File: src/rtl/multi_mode_range_finder.sv
// multi_mode_range_finder
//   Tracks the running minimum and maximum of a sample stream between a go
//   strobe and a finish strobe, then publishes min, max, range (max-min),
//   sample count and a one-cycle done pulse. Comparison is signed or unsigned,
//   selected at session start. Protocol misuse sets a sticky error flag; a
//   saturated sample counter sets a sticky overflow flag.
//
// Ports:
//   clock        rising-edge clock
//   reset        asynchronous active-high reset
//   data_in      sample (WIDTH bits)
//   in_valid     data_in carries a sample this cycle (ACTIVE only)
//   signed_mode  1 = two's-complement compare, 0 = unsigned; latched on go
//   go / finish  start / end a session
//   min_out      session minimum (raw bit pattern)
//   max_out      session maximum (raw bit pattern)
//   range        max-min as unsigned WIDTH bits
//   count        samples taken, saturating at 2^CNT_WIDTH-1
//   done         one-cycle pulse when results update
//   busy         high while ACTIVE or FINAL
//   error        sticky protocol error (cleared by an accepted go)
//   overflow     sticky counter saturation (cleared by an accepted go)
module multi_mode_range_finder #(
  parameter int WIDTH     = 8,
  parameter int CNT_WIDTH = 16
) (
  input  logic                 clock,
  input  logic                 reset,
  input  logic [WIDTH-1:0]     data_in,
  input  logic                 in_valid,
  input  logic                 signed_mode,
  input  logic                 go,
  input  logic                 finish,
  output logic [WIDTH-1:0]     min_out,
  output logic [WIDTH-1:0]     max_out,
  output logic [WIDTH-1:0]     range,
  output logic [CNT_WIDTH-1:0] count,
  output logic                 done,
  output logic                 busy,
  output logic                 error,
  output logic                 overflow
);

  typedef enum logic [1:0] {
    ST_IDLE   = 2'd0,
    ST_ACTIVE = 2'd1,
    ST_FINAL  = 2'd2
  } state_t;

  localparam logic [CNT_WIDTH-1:0] CNT_MAX = {CNT_WIDTH{1'b1}};
  localparam logic [CNT_WIDTH-1:0] CNT_ONE = CNT_WIDTH'(1);

  state_t               state_q, state_d;
  logic                 mode_q, mode_d;
  logic [WIDTH-1:0]     run_min_q, run_min_d;
  logic [WIDTH-1:0]     run_max_q, run_max_d;
  logic [CNT_WIDTH-1:0] run_cnt_q, run_cnt_d;
  logic [WIDTH-1:0]     min_q, min_d;
  logic [WIDTH-1:0]     max_q, max_d;
  logic [WIDTH-1:0]     range_q, range_d;
  logic [CNT_WIDTH-1:0] count_q, count_d;
  logic                 done_q, done_d;
  logic                 busy_q, busy_d;
  logic                 error_q, error_d;
  logic                 overflow_q, overflow_d;

  // a < b under the latched compare mode
  function automatic logic less_than(input logic [WIDTH-1:0] a,
                                     input logic [WIDTH-1:0] b,
                                     input logic             sm);
    if (sm) begin
      return ($signed(a) < $signed(b));
    end else begin
      return (a < b);
    end
  endfunction

  // Next-state and next-output logic
  always_comb begin
    state_d    = state_q;
    mode_d     = mode_q;
    run_min_d  = run_min_q;
    run_max_d  = run_max_q;
    run_cnt_d  = run_cnt_q;
    min_d      = min_q;
    max_d      = max_q;
    range_d    = range_q;
    count_d    = count_q;
    done_d     = 1'b0;
    error_d    = error_q;
    overflow_d = overflow_q;

    case (state_q)
      ST_IDLE: begin
        if (finish) begin
          // finish alone or with go is a protocol error; session not started
          error_d = 1'b1;
        end else if (go) begin
          // go-cycle sample is taken regardless of in_valid
          mode_d     = signed_mode;
          run_min_d  = data_in;
          run_max_d  = data_in;
          run_cnt_d  = CNT_ONE;
          error_d    = 1'b0;
          overflow_d = 1'b0;
          state_d    = ST_ACTIVE;
        end else begin
          state_d = ST_IDLE;
        end
      end
      ST_ACTIVE: begin
        if (go) begin
          // re-go mid-session aborts without publishing results
          error_d = 1'b1;
          state_d = ST_IDLE;
        end else begin
          if (in_valid) begin
            if (less_than(data_in, run_min_q, mode_q)) begin
              run_min_d = data_in;
            end else begin
              run_min_d = run_min_q;
            end
            if (less_than(run_max_q, data_in, mode_q)) begin
              run_max_d = data_in;
            end else begin
              run_max_d = run_max_q;
            end
            if (run_cnt_q == CNT_MAX) begin
              overflow_d = 1'b1;
            end else begin
              run_cnt_d = run_cnt_q + CNT_ONE;
            end
          end else begin
            run_cnt_d = run_cnt_q;
          end
          if (finish) begin
            state_d = ST_FINAL;
          end else begin
            state_d = ST_ACTIVE;
          end
        end
      end
      ST_FINAL: begin
        min_d   = run_min_q;
        max_d   = run_max_q;
        // modular subtraction yields the correct unsigned span in both modes
        range_d = run_max_q - run_min_q;
        count_d = run_cnt_q;
        done_d  = 1'b1;
        state_d = ST_IDLE;
      end
      default: begin
        state_d = ST_IDLE;
      end
    endcase

    busy_d = (state_d == ST_ACTIVE) || (state_d == ST_FINAL);
  end

  // State and output registers
  always_ff @(posedge clock or posedge reset) begin
    if (reset) begin
      state_q    <= ST_IDLE;
      mode_q     <= 1'b0;
      run_min_q  <= '0;
      run_max_q  <= '0;
      run_cnt_q  <= '0;
      min_q      <= '0;
      max_q      <= '0;
      range_q    <= '0;
      count_q    <= '0;
      done_q     <= 1'b0;
      busy_q     <= 1'b0;
      error_q    <= 1'b0;
      overflow_q <= 1'b0;
    end else begin
      state_q    <= state_d;
      mode_q     <= mode_d;
      run_min_q  <= run_min_d;
      run_max_q  <= run_max_d;
      run_cnt_q  <= run_cnt_d;
      min_q      <= min_d;
      max_q      <= max_d;
      range_q    <= range_d;
      count_q    <= count_d;
      done_q     <= done_d;
      busy_q     <= busy_d;
      error_q    <= error_d;
      overflow_q <= overflow_d;
    end
  end

  assign min_out  = min_q;
  assign max_out  = max_q;
  assign range    = range_q;
  assign count    = count_q;
  assign done     = done_q;
  assign busy     = busy_q;
  assign error    = error_q;
  assign overflow = overflow_q;

endmodule

File: config.mk
export PLATFORM = sky130hd
export DESIGN_NAME = multi_mode_range_finder
export DESIGN_NICKNAME = d
export VERILOG_FILES = /design/src/rtl/multi_mode_range_finder.sv
export SDC_FILE = /design/constraint.sdc
export NUM_CORES = 1
export LEC_CHECK = 0
export ABC_AREA = 1
export CAP_MARGIN = 0
export CORE_ASPECT_RATIO = 0.6
export CORE_MARGIN = 2
export CORE_UTILIZATION = 49
export DETAILED_ROUTE_END_ITERATION = 10
export HOLD_SLACK_MARGIN = 0.1
export PLACE_DENSITY_LB_ADDON = 0.08
export SYNTH_ARGS = -nofsm -noshare
export SYNTH_HDL_FRONTEND = slang
export SYNTH_SLANG_ARGS = --single-unit
File: constraint.sdc
create_clock -name clock -period 3.6 [get_ports clock]
set_clock_uncertainty 0.15 [all_clocks]
set_input_delay 0.54 -clock clock [delete_from_list [all_inputs] [get_ports clock]]
set_output_delay 0.54 -clock clock [all_outputs]
set_load 0.005 [all_outputs]
==> flow_summary.toml <==
[outcome]
status = "complete, no violations"

[clocking]
cts_tree = "built"
post_cts_buffers = 0
cts_buffer_depth = 2
clk_pin_slew_worst_paths_ns = 0.06
root_buffer = "clkbuf_16"
hold_buffers = 0
ctsResizeCount = 0
cts_inserted_buffers = 9
cts_sinks = 79
cts-htree-levels = 3
worstSkewPairLatency_ns = 0.34

[die]
ios = 58
die_w_um = 121.8
die_h_um = 74.70
core_sq_um = 7976
die_area_sq_um = 9100
num_rows = 25
initial_utilization = 0.5117

[timing]
period_needed_ns = 2.552
setup_viol = 0
fin_crit_sh = 0.7089
fmax_mhz = 391.8
rsz0062_at_grt = "false"
hold_violations = 0
setup_ws_ns = 1.048
finalSetupTns_ns = 0
slew_headroom = 0.6336
tightest_slew_ns = 0.5462
maxSlewViolCount = 0
hold_slack_ns = 0.3169

[worst_setup_path]
end_kind = "register"
start_kind = "input pin"
cp.required_ns = 3.72
arrival_ns = 2.67
path_class = "in -> reg"
cp_max_fo = 9

[synthesis]
synth_simple_gate_area_frac = 0.2554
synth-seq-cells = 79
synth.avg_cell_area_sq_um = 8.114
synth_cells = 503
synthMuxAreaShare = 0
synth_edf_count = 0
yosysUniqueCellTypes = 29
synth-async-reset-ratio = 1.000
synth_fp_nets = 540
synthXorXnorAreaFrac = 0.02575
yosysSeqAreaShare = 0.4844
synth_fa_ha_area_frac = 0.07235
synth_compound_area_frac = 0.09350
synth_area_sq_um = 4081
synthFlopType = "dfrtp_1"
synth_top_family_by_area = "simple AND/OR/NAND/NOR gates"
yosysWarnings = 0

[pwr]
p_int_mw = 2.524
p_seq_frac = 0.343
p_sw_frac = 0.3813
peakVddDrop_v = 0.0004295
power_mw = 4.080
p_per_area_nw_per_um2 = 801.7
leakage_nw = 2.432
power_frac_clock = 0.240
switching_power_mw = 1.556
p_comb_frac = 0.417

[final_layout]
drive_above_1_share = 0.06162
diodes = 0
fillCellCount = 703
nets = 600
instances_no_fill = 676
area_growth_pct = 24.68

[run]
drv_cap = 0

[hold_path]
hold_path_class = "reg -> reg"

[placement]
preCtsSetupSlack_ns = 0.7323
port-buffer-count = 57
dp.cells = 660
place.gp.congestion = 0.8926
hpwl_mm = 7.048

[grt]
track_usage = 0.2403
grt_pass1_wl_mm = 16.47
grt_pass1_vias = 3275
antenna_found_initial = 0
grt_max_degree = 80
grt-ovfl-total = 0

[routing]
drc = 0
drt_wl_total_mm = 9.769
drtAntennaViolNets = 0
vias = 3492
dr.pass1.iters = 5
drt-initial-drc-count = 328
wl_per_cell_um = 14.45
drt-vias-per-instance = 5.166
## power groups by stage
| stage | registers, mW | logic, mW | clock network, mW |
|---|---|---|---|
| floorplan | 1.36 | 1.04 | 0 |
| global placement | 1.40 | 1.64 | 0 |
| detailed placement | 1.41 | 1.68 | 0 |
| CTS | 1.39 | 1.70 | 0.994 |
| global route | 1.44 | 1.95 | 1.03 |
| finish | 1.40 | 1.70 | 0.981 |
## final cells by class
class | instances | area [sq um] | area share
sequential | 79 | 1977 | 0.3885
multi-input combinational | 355 | 1824 | 0.3585
timing repair buffer | 61 | 613.1 | 0.1205
clock buffer | 9 | 225.2 | 0.04426
inverter | 57 | 219.0 | 0.04303
tap | 108 | 135.1 | 0.02656
clock inverter | 7 | 95.09 | 0.01869
## routing by layer
metal	global-route usage	part of all wire	vias up
met4	0.07791	0.013	0
met2	0.3222	0.38	126
li1	-	-	1741
met3	0.06894	0.083	14
met1	0.3714	0.53	1611
met5	0	0	-
## critical path: stages
cell,delay (ns)
clkdlybuf4s50_1,0.56
inv_1,0.06
ha_1,0.31
a21oi_1,0.16
o21a_1,0.16
nand2_1,0.06
nand2_1,0.05
nand3_1,0.25
nand2_1,0.35
nand2_1,0.08
nand2_1,0.08
## placed cells by master (no fill, tap or decap), types with 7 or more instances in the layout
master	synthesis	routed
nand2_1	166	166
dfrtp_1	79	79
clkdlybuf4s50_1	0	57
inv_1	54	52
o21ai_0	42	42
nand3_1	34	34
nor2_1	30	30
ha_1	22	22
a21oi_1	12	12
xor2_1	12	12
nor3_1	10	10
clkbuf_16	0	9
o21ai_2	7	7
## kinds of logic (layout without fill, tap and decap cells)
family,after synthesis,after routing
compound gates,69,69
simple gates,251,251
fa+ha+maj,23,23
buf+inv,69,134
flops,79,79
xor+xnor,12,12
## metrics by stage
step	utilization	area [sq um]
6_report	0.6380	5089
2_1_floorplan	-	4081
3_3_place_gp	0.5978	4768
4_1_cts	0.6380	5089
3_5_place_dp	0.5978	4768
5_1_grt	0.6380	5089
## cells in the mapped netlist, types with 3 or more instances
master,number,area share
nand4_1,4,0.0061
o21ai_2,7,0.015
nor2_1,30,0.028
dfrtp_1,79,0.48
ha_1,22,0.067
o21ai_0,42,0.052
nand3_1,34,0.042
o21ai_1,3,0.0037
clkbuf_1,8,0.0074
nor3_1,10,0.012
xor2_1,12,0.026
nand2_1,166,0.15
a21oi_1,12,0.015
inv_1,54,0.050
## flip-flops by register name, summed over array words and instances, names as in the netlist
register	flops
count	16
range	8
done	1
run_min_q	8
min_out	8
run_max_q	8
error	1
busy	1
overflow	1
run_cnt_q	16
max_out	8
mode_q	1
state_q	2
## final timing paths
path                            cells past startpoint            to       start  slack [ns]
worst max-delay path                               11  run_max_q[1]  data_in[5]        1.05
worst min-delay path                                2    max_out[3]  max_out[3]        0.32
worst max register to register                      8      range[2]  state_q[1]        1.25
worst min register to register                      2    max_out[3]  max_out[3]        0.32
max in group asynchronous                           3  run_cnt_q[2]       reset        2.51
min in group asynchronous                           3    max_out[1]       reset        0.46
Note: power is estimated with default switching activity, not from simulation.
